<file path="src/rtl/mem_port_arbiter.sv">
`default_nettype none
// ============================================================================
// Module      : mem_port_arbiter
// Description : Shares one single-port data memory between the processor
//               load/store path and the pipelined image pixel reader.
//               Bounded round-robin arbitration (MAX_RUN consecutive grants
//               to one side while the other waits), drives the memory port,
//               steers 1-cycle-latency read data back to the requester that
//               issued the read, and stalls the processor until its access
//               completes.
// Ports       : clk, rst                    clock / synchronous active-high reset
//               cpu_req/we/addr/wdata       processor request (held until done)
//               cpu_gnt/rvalid/rdata/stall  processor response and stall
//               pix_req/addr                pixel reader read request
//               pix_gnt/rvalid/rdata        pixel reader response
//               mem_en/we/addr/wdata        memory port drive
//               mem_rdata                   memory read data (1 cycle latency)
//               stall_cnt                   processor stall cycle counter
// Options     : define ARB_STALL_CNT_EN to build the saturating stall cycle
//               counter; otherwise stall_cnt is tied to zero.
// Revision    : 1.0 - initial release
// ============================================================================
module mem_port_arbiter #(
    parameter int AW      = 16,
    parameter int DW      = 32,
    parameter int MAX_RUN = 4
) (
    input  logic          clk,
    input  logic          rst,
    input  logic          cpu_req,
    input  logic          cpu_we,
    input  logic [AW-1:0] cpu_addr,
    input  logic [DW-1:0] cpu_wdata,
    output logic          cpu_gnt,
    output logic          cpu_rvalid,
    output logic [DW-1:0] cpu_rdata,
    output logic          cpu_stall,
    input  logic          pix_req,
    input  logic [AW-1:0] pix_addr,
    output logic          pix_gnt,
    output logic          pix_rvalid,
    output logic [DW-1:0] pix_rdata,
    output logic          mem_en,
    output logic          mem_we,
    output logic [AW-1:0] mem_addr,
    output logic [DW-1:0] mem_wdata,
    input  logic [DW-1:0] mem_rdata,
    output logic [15:0]   stall_cnt
);

    typedef enum logic {
        OWNER_CPU = 1'b0,
        OWNER_PIX = 1'b1
    } owner_e;

    localparam int               c_RUN_W   = $clog2(MAX_RUN + 1);
    localparam logic [c_RUN_W-1:0] c_MAX_RUN = c_RUN_W'(MAX_RUN);

    // ------------------------------------------------------------------
    // State
    // ------------------------------------------------------------------
    owner_e               r_last_owner_q, w_last_owner_d;
    logic [c_RUN_W-1:0]   r_run_cnt_q,    w_run_cnt_d;
    logic                 r_cpu_wait_q,   w_cpu_wait_d;
    logic                 r_rd_vld_q,     w_rd_vld_d;
    owner_e               r_rd_owner_q,   w_rd_owner_d;
    logic [DW-1:0]        r_cpu_rdata_q,  w_cpu_rdata_d;
    logic [DW-1:0]        r_pix_rdata_q,  w_pix_rdata_d;

    logic w_cpu_elig;
    logic w_pix_elig;
    logic w_cpu_gnt;
    logic w_pix_gnt;
    logic w_cpu_rvalid;
    logic w_pix_rvalid;
    logic w_cpu_stall;

    // The CPU is blocked for the cycle its load data returns so the same
    // (still asserted) request is not issued a second time.
    assign w_cpu_elig = cpu_req & ~r_cpu_wait_q;
    assign w_pix_elig = pix_req;

    // ------------------------------------------------------------------
    // Grant: at most one per cycle; everything forced idle during reset
    // ------------------------------------------------------------------
    always_comb begin
        w_cpu_gnt = 1'b0;
        w_pix_gnt = 1'b0;
        if (!rst) begin
            if (w_cpu_elig && w_pix_elig) begin
                // Current owner keeps the port until its run is exhausted.
                if (r_run_cnt_q < c_MAX_RUN) begin
                    w_cpu_gnt = (r_last_owner_q == OWNER_CPU);
                    w_pix_gnt = (r_last_owner_q == OWNER_PIX);
                end else begin
                    w_cpu_gnt = (r_last_owner_q == OWNER_PIX);
                    w_pix_gnt = (r_last_owner_q == OWNER_CPU);
                end
            end else begin
                w_cpu_gnt = w_cpu_elig;
                w_pix_gnt = w_pix_elig;
            end
        end
    end

    // Read data returns to whichever side issued the read last cycle;
    // a reset in the return cycle drops the delivery.
    assign w_cpu_rvalid = ~rst & r_rd_vld_q & (r_rd_owner_q == OWNER_CPU);
    assign w_pix_rvalid = ~rst & r_rd_vld_q & (r_rd_owner_q == OWNER_PIX);

    assign w_cpu_stall  = ~rst & cpu_req & ~(w_cpu_gnt & cpu_we) & ~w_cpu_rvalid;

    // ------------------------------------------------------------------
    // Next state
    // ------------------------------------------------------------------
    always_comb begin
        w_last_owner_d = r_last_owner_q;
        w_run_cnt_d    = r_run_cnt_q;
        if (w_cpu_gnt || w_pix_gnt) begin
            if ((w_pix_gnt ? OWNER_PIX : OWNER_CPU) == r_last_owner_q) begin
                if (r_run_cnt_q != c_MAX_RUN) begin
                    w_run_cnt_d = r_run_cnt_q + 1'b1;
                end
            end else begin
                w_last_owner_d = w_pix_gnt ? OWNER_PIX : OWNER_CPU;
                w_run_cnt_d    = c_RUN_W'(1);
            end
        end

        w_cpu_wait_d  = w_cpu_gnt & ~cpu_we;
        w_rd_vld_d    = (w_cpu_gnt & ~cpu_we) | w_pix_gnt;
        w_rd_owner_d  = w_pix_gnt ? OWNER_PIX : OWNER_CPU;

        // Non-returning side keeps presenting its last delivered word.
        w_cpu_rdata_d = w_cpu_rvalid ? mem_rdata : r_cpu_rdata_q;
        w_pix_rdata_d = w_pix_rvalid ? mem_rdata : r_pix_rdata_q;
    end

    always_ff @(posedge clk) begin
        if (rst) begin
            r_last_owner_q <= OWNER_CPU;
            r_run_cnt_q    <= '0;
            r_cpu_wait_q   <= 1'b0;
            r_rd_vld_q     <= 1'b0;
            r_rd_owner_q   <= OWNER_CPU;
            r_cpu_rdata_q  <= '0;
            r_pix_rdata_q  <= '0;
        end else begin
            r_last_owner_q <= w_last_owner_d;
            r_run_cnt_q    <= w_run_cnt_d;
            r_cpu_wait_q   <= w_cpu_wait_d;
            r_rd_vld_q     <= w_rd_vld_d;
            r_rd_owner_q   <= w_rd_owner_d;
            r_cpu_rdata_q  <= w_cpu_rdata_d;
            r_pix_rdata_q  <= w_pix_rdata_d;
        end
    end

    // ------------------------------------------------------------------
    // Outputs
    // ------------------------------------------------------------------
    assign cpu_gnt    = w_cpu_gnt;
    assign pix_gnt    = w_pix_gnt;
    assign cpu_rvalid = w_cpu_rvalid;
    assign pix_rvalid = w_pix_rvalid;
    assign cpu_stall  = w_cpu_stall;
    assign cpu_rdata  = rst ? '0 : (w_cpu_rvalid ? mem_rdata : r_cpu_rdata_q);
    assign pix_rdata  = rst ? '0 : (w_pix_rvalid ? mem_rdata : r_pix_rdata_q);

    assign mem_en     = w_cpu_gnt | w_pix_gnt;
    assign mem_we     = w_cpu_gnt & cpu_we;
    assign mem_addr   = w_cpu_gnt ? cpu_addr  : (w_pix_gnt ? pix_addr : '0);
    assign mem_wdata  = w_cpu_gnt ? cpu_wdata : '0;

`ifdef ARB_STALL_CNT_EN
    logic [15:0] r_stall_cnt_q, w_stall_cnt_d;

    always_comb begin
        w_stall_cnt_d = r_stall_cnt_q;
        if (w_cpu_stall && (r_stall_cnt_q != 16'hFFFF)) begin
            w_stall_cnt_d = r_stall_cnt_q + 16'd1;
        end
    end

    always_ff @(posedge clk) begin
        if (rst) begin
            r_stall_cnt_q <= '0;
        end else begin
            r_stall_cnt_q <= w_stall_cnt_d;
        end
    end

    assign stall_cnt = r_stall_cnt_q;
`else
    assign stall_cnt = '0;
`endif

endmodule
`default_nettype wire
</file>
<file path="config.mk">
export PLATFORM = sky130hd
export DESIGN_NAME = mem_port_arbiter
export DESIGN_NICKNAME = d
export VERILOG_FILES = /design/src/rtl/mem_port_arbiter.sv
export SDC_FILE = /design/constraint.sdc
export NUM_CORES = 1
export LEC_CHECK = 0
export BUFFER_PORTS_ARGS = -buffer_cell sky130_fd_sc_hd__buf_2
export CAP_MARGIN = 20
export CORE_MARGIN = 1
export CORE_UTILIZATION = 35
export CTS_CLUSTER_DIAMETER = 80
export DETAILED_ROUTE_END_ITERATION = 6
export GPL_ROUTABILITY_DRIVEN = 0
export HOLD_SLACK_MARGIN = 0.15
export PLACE_DENSITY = 0.67
export SLEW_MARGIN = 5
export SYNTH_ARGS = -nofsm -noshare
export SYNTH_HDL_FRONTEND = slang
export SYNTH_SLANG_ARGS = --single-unit
</file>
<file path="constraint.sdc">
create_clock -name clk -period 1.62 [get_ports clk]
set_input_delay 0.081 -clock clk [delete_from_list [all_inputs] [get_ports clk]]
set_output_delay 0.081 -clock clk [all_outputs]
set_load 0.02 [all_outputs]
</file>
==> key figures, run 1 <==
Drt
  – Initial DRC count: 120
  – DR vias: 4054
  – Final wirelength: 15100 um
  – Antenna viol nets, final: 0
  – DR WL/cell: 18.6 um
  – Drt pass-1 iters: 4
  – Via density: 4.99
  – DRC violations left: 0

Logic synthesis
  – Synth cell types: 35
  – Synth Area per Inst: 8.23 um^2
  – Post-synth EDFFs: 0
  – Asr flop ratio synth: 0%
  – Cell accounting for the most synthesized area: dfxtp_1
  – Sequential fraction of the synthesis area: 43.0%
  – Mapped Area: roughly 3300 um^2
  – YS warnings: 0
  – Synth top area share: between 40% and 50%
  – Post-Syn Instances: ~400
  – Seq cells post-synth: 71
  – Synth area leaders: dfxtp_1 (43%), nand2_1 (11%), nand3b_1 (7.5%)
  – Main synth FF type: dfxtp_1

Min path
  – Hold Crit Class: in2reg

Layout
  – Commonest non-fill, non-tap cells in the layout: buf_2 (122), buf_6 (87), dfxtp_1 (67)
  – Nets: 799
  – Multi-input gate area: 2290 um^2
  – Most common cell after layout, fill and taps aside: buf_2
  – Reg area: 1430 um^2
  – Area Overhead vs Synth: 108%
  – Post-route insts no fill: 813
  – Layout fillers: 604
  – Final core utilization: 74.7%
  – Share of cells above drive strength 1: a little over three fifths

Die
  – Initial core utilization: ~36%
  – Ports: 236
  – Die Area: about 9800 um^2
  – Die width: 99.1 um
  – Die H: around 99 um
  – Core area: 9200 um^2
  – Row count: 35

Place
  – Placed insts: slightly above 700
  – Port Buffer Count: 219
  – DP HPWL: 7630 um

Clocking
  – H-Tree Depth: 3
  – CTS tree: yes
  – Clock sinks: 71
  – Root buf cell: clkbuf_8
  – Clock Path Buffers: 2
  – Clk slew on worst S/H paths: 0.07 ns
  – CTS buffer count: 9
  – Worst-skew pair later-pin latency: about 0.35 ns

STA
  – Worst setup margin: -0.188 ns
  – Max Clk Rate: about 550 MHz
  – Fin crit period: 1.81 ns
  – Setup violators final: 89
  – Final period util: 112%
  – RSZ-0062 raised after global routing: true
  – Final Slew Violations: 0
  – Setup Skew: 0.0122 ns
  – Hold_ws: 0.187 ns
  – Hold Fails Final Rpt: 0

GRT
  – Total congestion overflow: 0
  – Largest net degree at the start of global routing: between 60 and 70
  – All-layer global routing usage: between 20% and 30%
  – First-pass GRT wire length: 16400 um
  – Initial antenna violation count: 1
  – Vias in the first global route: between 3k and 4k

Critical path
  – Maximum fanout along the worst path: 3
  – CP Capture Type: output pin
  – Worst setup SP type: flop
  – Arrival time worst endpoint: roughly 1.7 ns
  – Critical path class: reg2out
  – WP data required: 1.54 ns

Run status
  – Status: complete, but fails checks
  – Failing checks: setup timing

Power
  – Worst VDD drop: 0.552 mV
  – Pwr per Cell Area: around 740 nW/um^2
  – LEAKAGE: between 3 and 4 nW

Run
  – Max Cap Viol: 0
## layer usage
| metal | track usage, % | wire [um] |
|---|---|---|
| met5 | 0 | 0 |
| met4 | 8.14 | 479 |
| met3 | 4.78 | 924 |
| met2 | 42.1 | 8580 |
| met1 | 22.6 | 5110 |
## cells in the mapped netlist, types with 2 or more instances
master	number
a21oi_1	2
nand3b_1	33
or2_2	2
ha_1	2
nand2b_1	35
nor3_1	3
o21ai_0	35
buf_4	16
nor2_1	2
nand2_1	99
a22o_2	16
dfxtp_1	71
buf_2	6
and2_1	33
clkbuf_1	20
inv_1	7
## final cells by class
cell class	instances	share of cell area [%]
Timing Repair Buffer	313	40.0
Multi-Input combinational cell	294	33.3
Sequential cell	71	20.8
Tap cell	111	2.02
Clock buffer	11	1.91
Clock inverter	5	1.55
Inverter	7	0.419
Antenna cell	1	0.0364
## metrics by stage
stage / total power [mW] / setup WS, ns / area (um^2) / setup TNS, ns
floorplan: 2.47 / 0.0187 / 3360 / 0
finish: 5.06 / -0.188 / 6870 / -9.54
global route: 5.23 / -0.267 / 6870 / -17.30
detailed placement: 2.80 / 0.143 / 4500 / 0
CTS: 4.64 / -0.167 / 5310 / -8.00
global placement: 2.79 / 0.156 / 4500 / 0
## worst max-delay path, stage by stage, from the launching register on
cell	delay (ns)
dfxtp_2	0.34
xor2_2	0.20
a211oi_4	0.29
buf_6	0.17
and2_1	0.18
nor3_2	0.06
buf_2	0.16
## final timing paths
check	startpoint	depth (start not counted)	endpoint	slack [ns]
worst min-delay path	cpu_req	4	r_rd_owner_q	0.19
worst max-delay path	r_last_owner_q	6	cpu_stall	-0.19
worst min register to register	r_cpu_rdata_q[1]	2	r_cpu_rdata_q[1]	0.48
worst max register to register	r_last_owner_q	5	r_run_cnt_q[2]	0.07
## cells by family (layout without fill, tap and decap cells)
group	Yosys count	in the layout	synth area share, %
flip-flops	71	71	43.0
adder cells (fa/ha/maj)	2	2	0.758
other	1	17	0.114
multiplexers	1	1	0.303
AND/OR/NAND/NOR	213	213	34.3
XOR/XNOR	1	1	0.493
buffers and inverters	51	336	8.11
AO/OA/AOI/OAI	61	61	12.9
## state kept, by name (all words and copies together) (netlist names)
name            cells
r_run_cnt_q         3
r_rd_vld_q          1
r_rd_owner_q        1
r_cpu_rdata_q      32
r_last_owner_q      1
r_pix_rdata_q      32
r_cpu_wait_q        1
## power breakdown
group,total (mW),leakage [nW],internal [mW],switching (mW)
clock network,1.72,0.114,1.03,0.696
registers,1.87,0.579,1.84,0.0349
logic,1.46,2.70,0.718,0.745
total,5.06,3.39,3.58,1.48
## repair_timing
item | in CTS | in global routing
endpoints found under the setup margin | 84 | 116
resized for setup | 70 | 324
hold buffers | 33 | 0
gates cloned | 2 | 12
endpoints found under the hold margin | 66 | 0
buffers inserted | 4 | 32
pin swaps | 5 | 57
(Power assumes the default switching activity.)
==> inputs of run 2 (changes only) <==
- TNS_END_PERCENT: not set -> 1
==> run 2 against run 1 <==
  * The flow still finishes with violations (setup timing)
  * Design area down 21%
  * Critical path type unchanged
  * Via count down 11%
  * Combinational power down 25%
  * Largest cell class unchanged
  * Wire length down 28%
  * Count of clock-buffer cells in the layout unchanged
==> key figures, run 2 (synthesized netlist as in run 1, its figures left out) <==
Run status
  – Status: complete, but fails checks
  – Failing checks: setup timing

GRT
  – First-pass GRT wire length: 16200 um
  – Largest net degree at the start of global routing: 65
  – Total congestion overflow: 0
  – Initial antenna violation count: 0
  – Vias in the first global route: 3376
  – All-layer global routing usage: 21.3%

Drt
  – Drt pass-1 iters: 4
  – WL met3: between 600 and 700 um
  – Final wirelength: 10900 um
  – Top Layer Used: met4
  – Metal-1 WL: 4150 um
  – Antenna viol nets, final: 0
  – Detail Route met2 WL: 5980 um
  – DRC violations left: 0
  – DR vias: 3596
  – Initial DRC count: 144
  – DR WL/cell: 14.2 um
  – Via density: 4.68

Min path
  – Worst Hold Depth: 4
  – Hold Crit Class: in2reg
  – Hold_sp: cpu_req
  – Hold Path Sink: r_rd_owner_q

STA
  – Hold_ws: 0.196 ns
  – Final period util: 111%
  – Worst setup margin: -0.183 ns
  – RSZ-0062 raised after global routing: true
  – Setup violators final: 54
  – Hold Fails Final Rpt: 0
  – Final Slew Violations: 0
  – Setup Skew: 0.00761 ns
  – Fin crit period: between 1.5 and 2 ns
  – Max Clk Rate: roughly 550 MHz
  – Post-route setup TNS: -7.53 ns

Critical path
  – RR Endpoint: r_run_cnt_q[2]
  – R2R setup slack: 0.08 ns
  – Critical path class: reg2out
  – Reg2reg start: r_last_owner_q
  – Worst-case reg-to-reg path depth: 5
  – Worst setup SP type: flop
  – Setup crit start: r_last_owner_q
  – WP data required: roughly 1.5 ns
  – Maximum fanout along the worst path: 13
  – Arrival time worst endpoint: approximately 1.7 ns
  – CP Capture Type: output pin

Place
  – DP HPWL: 7630 um
  – Port Buffer Count: 219

Die
  – Core area: ~9000 um^2
  – Die width: between 90 and 100 um
  – Initial core utilization: a little over a third
  – Die Area: 9830 um^2
  – Row count: 35
  – Ports: 236
  – Die H: 99.1 um

Layout
  – Biggest regs: r_cpu_rdata_q: 32 flops, r_pix_rdata_q: 32 flops, r_run_cnt_q: 3 flops
  – Layout fillers: 825
  – Reg area: 1430 um^2
  – Multi-input gate area: between 1500 and 2000 um^2
  – # diodes: 0
  – Commonest non-fill, non-tap cells in the layout: buf_2 (160), nand2_1 (99), dfxtp_1 (66)
  – Final core utilization: 58.7%
  – Most common cell after layout, fill and taps aside: buf_2
  – Share of cells above drive strength 1: a little over two fifths
  – Area Overhead vs Synth: 63.6%
  – Nets: 755

Clocking
  – Clock Path Buffers: 2
  – H-Tree Depth: 3
  – CTS buffer count: 9
  – CTS tree: yes
  – Worst-skew pair later-pin latency: 0.34 ns
  – Root buf cell: clkbuf_8
  – Clock sinks: 71
  – Clk slew on worst S/H paths: 0.07 ns

Power
  – Pwr per Cell Area: 857 nW/um^2
  – LEAKAGE: 2.74 nW
  – Worst VDD drop: 0.570 mV

Run
  – Max Cap Viol: 0
==> run 2: stage by stage <==
stage	power, mW	instances	cell area [um^2]	setup slack, ns
2_1_floorplan	2.47	416	3360	0.0187
3_3_place_gp	2.79	715	4500	0.156
3_5_place_dp	2.80	715	4500	0.143
4_1_cts	4.65	767	5320	-0.167
5_1_grt	4.84	768	5400	-0.260
6_report	4.63	768	5400	-0.183
==> run 2: final cells by class <==
cell class / count / area share [%]
Multi-Input combinational cell: 294 / 31.4
Clock inverter: 5 / 1.97
Timing Repair Buffer: 269 / 34.7
Clock buffer: 11 / 2.43
Tap cell: 111 / 2.57
Inverter: 7 / 0.486
Sequential cell: 71 / 26.4
==> run 2: timing repair <==
item,in CTS,in global routing
pin swaps,3,1
hold buffers,33,0
gates cloned,1,1
endpoints found under the hold margin,66,0
buffers inserted,2,1
gates resized for setup,84,35
endpoints found under the setup margin,84,115
==> run 2: where the power goes <==
group          switching [mW]  internal (mW)  total (mW)
registers              0.0309           1.84        1.87
logic                   0.581          0.508        1.09
clock network           0.647           1.03        1.67
==> run 2: worst max-delay path: stages, from the launching register on <==
cell	delay, ns
dfxtp_2	0.34
xor2_2	0.20
a211oi_4	0.28
buf_6	0.16
clkbuf_16	0.15
and2_1	0.14
buf_6	0.12
==> run 2: per-layer routing <==
layer | global-route usage, % | vias up
met2 | 42.0 | 146
met5 | 0 | -
met4 | 7.58 | 0
met3 | 4.57 | 14
met1 | 22.1 | 1660
li1 | - | 1776
==> run 2: worst max-delay path by stage <==
stage                             end  cells past startpoint  slack, ns
finish                   mem_wdata[8]                      6      -0.18
CTS                     mem_wdata[17]                      6      -0.17
floorplan           r_cpu_rdata_q[11]                      4       0.02
detailed placement      mem_wdata[21]                      5       0.14
global placement        mem_wdata[21]                      5       0.16
global route            mem_wdata[17]                      6      -0.26
